`src/rtl/shift_right_sticky_pipe_if.sv`:
```
// Valid/ready bus bundle for shift_right_sticky_pipe: operand/shift-amount
// input side and result/sticky output side.
interface shift_right_sticky_pipe_if #(
  parameter int unsigned DATA_WIDTH_A = 16,
  parameter int unsigned DATA_WIDTH_B = 4,
  parameter int unsigned DATA_WIDTH_C = 16
);
  logic [DATA_WIDTH_A-1:0] a;
  logic [DATA_WIDTH_B-1:0] b;
  logic                    s_valid;
  logic                    s_ready;
  logic [DATA_WIDTH_C-1:0] c;
  logic                    sticky;
  logic                    m_valid;
  logic                    m_ready;

  // Producer of operands / consumer of results.
  modport master (
    output a, b, s_valid, m_ready,
    input  s_ready, c, sticky, m_valid
  );

  // The shifter itself.
  modport slave (
    input  a, b, s_valid, m_ready,
    output s_ready, c, sticky, m_valid
  );
endinterface

```
`src/rtl/shift_right_sticky_pipe.sv`:
```
// Pipelined right shifter with sticky-bit generation. Stage k applies the
// 2^k shift when b[k] is set; b, valid and sticky travel with the data.
// A single global enable (!m_valid | m_ready) stalls every stage at once.
// Optional build macro SHIFT_ARITH_EN: arithmetic shift (sign fill taken
// from a[MSB] at stage 0); default build is a logical (zero-fill) shift.
module shift_right_sticky_pipe #(
  parameter int unsigned DATA_WIDTH_A = 16,
  parameter int unsigned DATA_WIDTH_B = 4,
  parameter int unsigned DATA_WIDTH_C = 16
) (
  input logic                      clk,
  input logic                      rst,
  shift_right_sticky_pipe_if.slave bus
);

  localparam int unsigned AW = DATA_WIDTH_A;
  localparam int unsigned NB = DATA_WIDTH_B;
  localparam int unsigned CW = DATA_WIDTH_C;

  logic          en_c;
  logic [AW-1:0] out_val;
  logic          out_vld;
  logic          out_stk;

  for (genvar k = 0; k < NB; k++) begin : g_stage
    localparam int unsigned SH = 32'd1 << k;

    logic [AW-1:0] in_val;
    logic [NB-1:k] in_b;
    logic          in_vld;
    logic          in_stk;
    logic          fill_c;
    logic [AW-1:0] val_d;
    logic          stk_d;
    logic [AW-1:0] val_q;
    logic          vld_q;
    logic          stk_q;
`ifdef SHIFT_ARITH_EN
    logic          in_sgn;
`endif

    if (k == 0) begin : g_src
      // Operands are forced to zero when not valid so X never enters the pipe.
      assign in_vld = bus.s_valid;
      assign in_val = bus.s_valid ? bus.a : '0;
      assign in_b   = bus.s_valid ? bus.b : '0;
      assign in_stk = 1'b0;
`ifdef SHIFT_ARITH_EN
      assign in_sgn = bus.s_valid & bus.a[AW-1];
`endif
    end else begin : g_link
      // Each stage consumes the registered output of the previous one.
      assign in_vld = g_stage[k-1].vld_q;
      assign in_val = g_stage[k-1].val_q;
      assign in_b   = g_stage[k-1].g_fwd.b_q;
      assign in_stk = g_stage[k-1].stk_q;
`ifdef SHIFT_ARITH_EN
      assign in_sgn = g_stage[k-1].g_fwd.sgn_q;
`endif
    end

`ifdef SHIFT_ARITH_EN
    assign fill_c = in_sgn;
`else
    assign fill_c = 1'b0;
`endif

    if (SH >= AW) begin : g_flush
      // Shift covers the whole word: everything left falls into sticky.
      always_comb begin
        val_d = in_val;
        stk_d = in_stk;
        if (in_b[k]) begin
          val_d = {AW{fill_c}};
          stk_d = in_stk | (|in_val);
        end
      end
    end else begin : g_part
      localparam logic [AW-1:0] LO_MASK = {AW{1'b1}} >> (AW - SH);
      localparam logic [AW-1:0] HI_MASK = ~({AW{1'b1}} >> SH);

      // Partial shift: low SH bits feed sticky, vacated MSBs take the fill.
      always_comb begin
        val_d = in_val;
        stk_d = in_stk;
        if (in_b[k]) begin
          val_d = (in_val >> SH) | (fill_c ? HI_MASK : '0);
          stk_d = in_stk | (|(in_val & LO_MASK));
        end
      end
    end

    if (k < NB - 1) begin : g_fwd
      logic [NB-1:k+1] b_q;
`ifdef SHIFT_ARITH_EN
      logic            sgn_q;
`endif

      // Carry the not-yet-used shift bits (and sign) to later stages.
      always_ff @(posedge clk or posedge rst) begin
        if (rst) begin
          b_q <= '0;
`ifdef SHIFT_ARITH_EN
          sgn_q <= 1'b0;
`endif
        end else if (en_c) begin
          b_q <= in_b[NB-1:k+1];
`ifdef SHIFT_ARITH_EN
          sgn_q <= in_sgn;
`endif
        end
      end
    end

    // Stage register: advances only on the global enable.
    always_ff @(posedge clk or posedge rst) begin
      if (rst) begin
        vld_q <= 1'b0;
        val_q <= '0;
        stk_q <= 1'b0;
      end else if (en_c) begin
        vld_q <= in_vld;
        val_q <= val_d;
        stk_q <= stk_d;
      end
    end
  end

  assign out_val = g_stage[NB-1].val_q;
  assign out_vld = g_stage[NB-1].vld_q;
  assign out_stk = g_stage[NB-1].stk_q;

  // Whole pipe moves unless a result is waiting on a stalled consumer.
  assign en_c        = !out_vld | bus.m_ready;
  assign bus.s_ready = en_c;
  assign bus.m_valid = out_vld;
  assign bus.sticky  = out_stk;
  assign bus.c       = CW'(out_val);

endmodule

```
`src/flat_wrapper.sv`:
```
// flat-port wrapper written by rule: the top's interface ports become plain ports
module shift_right_sticky_pipe_flat 
#(
  parameter int unsigned DATA_WIDTH_A = 16,
  parameter int unsigned DATA_WIDTH_B = 4,
  parameter int unsigned DATA_WIDTH_C = 16
)
  (clk, rst, bus_a, bus_b, bus_s_valid, bus_m_ready, bus_s_ready, bus_c, bus_sticky, bus_m_valid);
  shift_right_sticky_pipe_if #(.DATA_WIDTH_A(DATA_WIDTH_A), .DATA_WIDTH_B(DATA_WIDTH_B), .DATA_WIDTH_C(DATA_WIDTH_C)) bus_i ();
  input logic clk;
  input logic rst;
  input wire logic [$bits(bus_i.a)-1:0] bus_a;
  input wire logic [$bits(bus_i.b)-1:0] bus_b;
  input wire logic [$bits(bus_i.s_valid)-1:0] bus_s_valid;
  input wire logic [$bits(bus_i.m_ready)-1:0] bus_m_ready;
  output wire logic [$bits(bus_i.s_ready)-1:0] bus_s_ready;
  output wire logic [$bits(bus_i.c)-1:0] bus_c;
  output wire logic [$bits(bus_i.sticky)-1:0] bus_sticky;
  output wire logic [$bits(bus_i.m_valid)-1:0] bus_m_valid;
  assign bus_i.a = bus_a;
  assign bus_i.b = bus_b;
  assign bus_i.s_valid = bus_s_valid;
  assign bus_i.m_ready = bus_m_ready;
  assign bus_s_ready = bus_i.s_ready;
  assign bus_c = bus_i.c;
  assign bus_sticky = bus_i.sticky;
  assign bus_m_valid = bus_i.m_valid;
  shift_right_sticky_pipe #(.DATA_WIDTH_A(DATA_WIDTH_A), .DATA_WIDTH_B(DATA_WIDTH_B), .DATA_WIDTH_C(DATA_WIDTH_C)) u_core (.clk(clk), .rst(rst), .bus(bus_i));
endmodule
```
`config.mk`:
```
export PLATFORM = sky130hd
export DESIGN_NAME = shift_right_sticky_pipe_flat
export DESIGN_NICKNAME = d
export VERILOG_FILES = /design/src/rtl/shift_right_sticky_pipe_if.sv /design/src/rtl/shift_right_sticky_pipe.sv /design/src/flat_wrapper.sv
export SDC_FILE = /design/constraint.sdc
export NUM_CORES = 1
export LEC_CHECK = 0
export ABC_AREA = 1
export BUFFER_PORTS_ARGS = -buffer_cell sky130_fd_sc_hd__buf_2
export CORE_UTILIZATION = 56
export DETAILED_ROUTE_END_ITERATION = 8
export GPL_ROUTABILITY_DRIVEN = 0
export GPL_TIMING_DRIVEN = 0
export PLACE_DENSITY_LB_ADDON = 0.3
export SYNTH_ARGS = -nofsm -noshare
export SYNTH_HDL_FRONTEND = slang
export SYNTH_SLANG_ARGS = --single-unit
export TNS_END_PERCENT = 1
```
`constraint.sdc`:
```
create_clock -name clk -period 2.8 [get_ports clk]
set_input_delay 0.28 -clock clk [delete_from_list [all_inputs] [get_ports clk]]
set_output_delay 0.28 -clock clk [all_outputs]
set_load 0.005 [all_outputs]
```
==> impl_metrics.py <==
metrics = {
    "outcome": {
        "outcome": "finished, final reports clean",
    },
    "die": {
        "dieArea_sq_um": 6630,
        "io_pins": 43,
        "rows": 28,
        "start_util": 0.590,
        "die_w_microns": 81.4,
        "core-area_sq_um": 5990,
        "die_h_microns": 81.4,
    },
    "sta": {
        "post-route-min-period_ns": 1.73,
        "period_share": 0.618,
        "fmaxAchievable_mhz": 578,
        "finalSetupViolations": 0,
        "drv_slew": 0,
        "whs_ns": 0.139,
        "relSlewSlack": 0.406,
        "rsz0062_at_grt": "false",
        "worst_pin_slew_ns": 0.892,
        "finalHoldViolCount": 0,
        "clock-skew-final_ns": 0.00499,
    },
    "clock_tree": {
        "htreeDepth": 3,
        "cts_tree": "done",
        "cts_buffers": 9,
        "cts_resized": 0,
        "cts_buffer_depth": 2,
        "cts_root_buf": "clkbuf_8",
        "clock_sinks": 78,
        "clk_latency_ns": 0.34,
        "clkSlewWorstSetupHoldPaths_ns": 0.07,
        "hold_buffers": 0,
        "postCtsSetupRepairBufs": 0,
    },
    "routing": {
        "drtIter0Drc": 211,
        "num_vias": 2985,
        "avgViaCountPerCell": 5.33,
        "routedWlPerCell_microns": 13.7,
        "routed_wirelength_mm": 7.66,
        "drc": 0,
        "first_pass_iters": 5,
        "ant_nets": 0,
    },
    "worst_setup_path": {
        "r2r_start": "u_core.bus.m_valid",
        "cp-start-kind": "register",
        "worstPathMaxFanout": 10,
        "worstPathRequired_ns": 2.52,
        "crit_arrival_ns": 1.45,
        "end_kind": "output pin",
        "path_class": "reg2out",
        "startpoint": "u_core.bus.m_valid",
    },
    "layout": {
        "drive_above_1_share": 0.161,
        "fillers": 497,
        "post-route-util": 0.665,
        "area_growth_syn_to_layout_pct": 12.8,
        "fin_cells": 560,
        "seq_area_sq_um": 1950,
        "multi_input_area_sq_um": 1290,
        "diodes": 0,
        "nets": 506,
    },
    "logic_synthesis": {
        "synth.net_count": 455,
        "synth-edff-count": 0,
        "ys_ff_latch": 78,
        "synth_common_cells": "137 x nand2_1, 78 x dfrtp_1, 59 x o21ai_0",
        "synth.most_common_cell": "nand2_1",
        "synth.avg_cell_area_sq_um": 8.20,
        "synth_top_area_cell": "dfrtp_1",
        "yosys-top-cells-area": "dfrtp_1 55%, nand2_1 15%, o21ai_0 8.4%, a21oi_1 4.3%, inv_1 3.4%",
        "synth-async-reset-ratio": 1.00,
        "yosys_warnings": 0,
        "netlist_instances": 431,
        "synth.yosys.seq_area_share": 0.553,
        "ys_dominant_reg_cell": "dfrtp_1",
        "synth_top_area_frac": 0.553,
        "synth.distinct_cells": 18,
        "syn-cell-area_sq_um": 3530,
    },
    "grt": {
        "grt_use_total": 0.265,
        "grt_pass1_vias": 2814,
        "grt_max_degree": 79,
        "antenna_found_initial": 0,
        "grt_pass1_wl_mm": 13.0,
        "grt-ovfl-total": 0,
    },
    "place": {
        "placed_cells": 546,
        "dpl.hpwl_mm": 5.59,
        "io_buffers": 40,
    },
    "power_and_ir_drop": {
        "irDropWorstVdd_uv": 488,
        "p_seq_frac": 0.478,
        "clock_power_share": 0.178,
        "p_int_w": 0.00244,
        "swShare": 0.378,
        "power_w": 0.00392,
        "switchingPower_w": 0.00148,
        "power_frac_comb": 0.344,
        "powerDensity_nw_per_um2": 984,
        "power_leakage_nw": 1.98,
    },
    "flow_run": {
        "drv_cap": 0,
    },
    "worst_hold_path": {
        "hold_class": "in2async",
    },
}
## final timing paths
kind / to / slack [ns] / cells past startpoint
hold reg to reg: u_core.bus.m_valid / 0.47 / 2
setup reg to reg: u_core.g_stage[0].stk_q / 1.47 / 6
max in group asynchronous: u_core.g_stage[2].val_q[0] / 2.10 / 2
hold / removal: u_core.g_stage[0].val_q[13] / 0.14 / 2
setup / recovery: bus_s_ready / 1.07 / 6
min in group clk: u_core.g_stage[0].g_fwd.b_q[2] / 0.15 / 3
## metal layers
| metal | track usage | wire [microns] | up-vias | part of all wire |
|---|---|---|---|---|
| li1 | - | - | 1497 | - |
| met5 | 0 | 0 | - | 0 |
| met3 | 0.0578 | 380 | 23 | 0.050 |
| met4 | 0.129 | 274 | 0 | 0.036 |
| met2 | 0.443 | 3580 | 106 | 0.47 |
| met1 | 0.324 | 3420 | 1359 | 0.45 |
## power by group through the flow
stage | clock network [W] | logic [W] | registers (W)
3_5_place_dp | 0 | 0.00134 | 0.00189
3_3_place_gp | 0 | 0.00130 | 0.00186
2_1_floorplan | 0 | 0.000930 | 0.00183
6_report | 0.000700 | 0.00135 | 0.00187
4_1_cts | 0.000712 | 0.00135 | 0.00187
5_1_grt | 0.000757 | 0.00157 | 0.00192
## layout make-up
cell class / count / share of cell area
Clock buffer: 12 / 0.0364
Inverter: 35 / 0.0336
Multi-Input combinational cell: 290 / 0.323
Timing Repair Buffer: 40 / 0.0503
Clock inverter: 2 / 0.00251
Tap cell: 75 / 0.0236
Sequential cell: 78 / 0.490
Buffer: 28 / 0.0402
## registers in the layout, indices dropped and copies added (netlist names)
name / count
u_core.g_stage.vld_q: 3
u_core.bus.c: 16
u_core.g_stage.val_q: 48
u_core.bus.sticky: 1
u_core.g_stage.g_fwd.b_q: 6
u_core.bus.m_valid: 1
u_core.g_stage.stk_q: 3
## cell families after synthesis
kind of cell | Yosys count | synth area share
AOI/OAI and AO/OA | 111 | 0.166
and+or+nand+nor | 179 | 0.198
DFF | 78 | 0.553
buffers and inverters | 63 | 0.0825
## cell usage in the layout, fill, tap and decap left out
master / netlist / layout
a31oi_1: 1 / 1
clkbuf_1: 6 / 8
nand3_1: 17 / 17
inv_4: 0 / 1
dfrtp_1: 78 / 78
nor2_1: 24 / 24
buf_2: 14 / 54
nand2_1: 137 / 137
clkinv_2: 0 / 2
clkbuf_8: 0 / 10
a21oi_1: 30 / 30
inv_2: 2 / 2
inv_1: 32 / 31
o211ai_1: 11 / 11
o21ai_0: 59 / 59
nor2_4: 1 / 1
a22o_1: 1 / 1
buf_6: 2 / 2
o21ai_1: 9 / 9
clkinv_1: 1 / 1
buf_4: 6 / 6
## worst max-delay path, stage by stage, from the launching register on
cell	delay, ns
dfrtp_1	0.37
inv_1	0.09
nor2_4	0.05
inv_2	0.08
buf_6	0.14
buf_2	0.22
buf_2	0.15
## stage by stage
stage / instance area (sq um) / setup TNS, ns / worst slack [ns]
2_1_floorplan: 3530 / 0 / 0.525
3_3_place_gp: 3830 / -16.62 / -0.216
3_5_place_dp: 3830 / 0 / 1.42
4_1_cts: 3980 / 0 / 1.05
5_1_grt: 3980 / 0 / 0.982
6_report: 3980 / 0 / 1.07
Note: power is estimated with default switching activity, not from simulation.
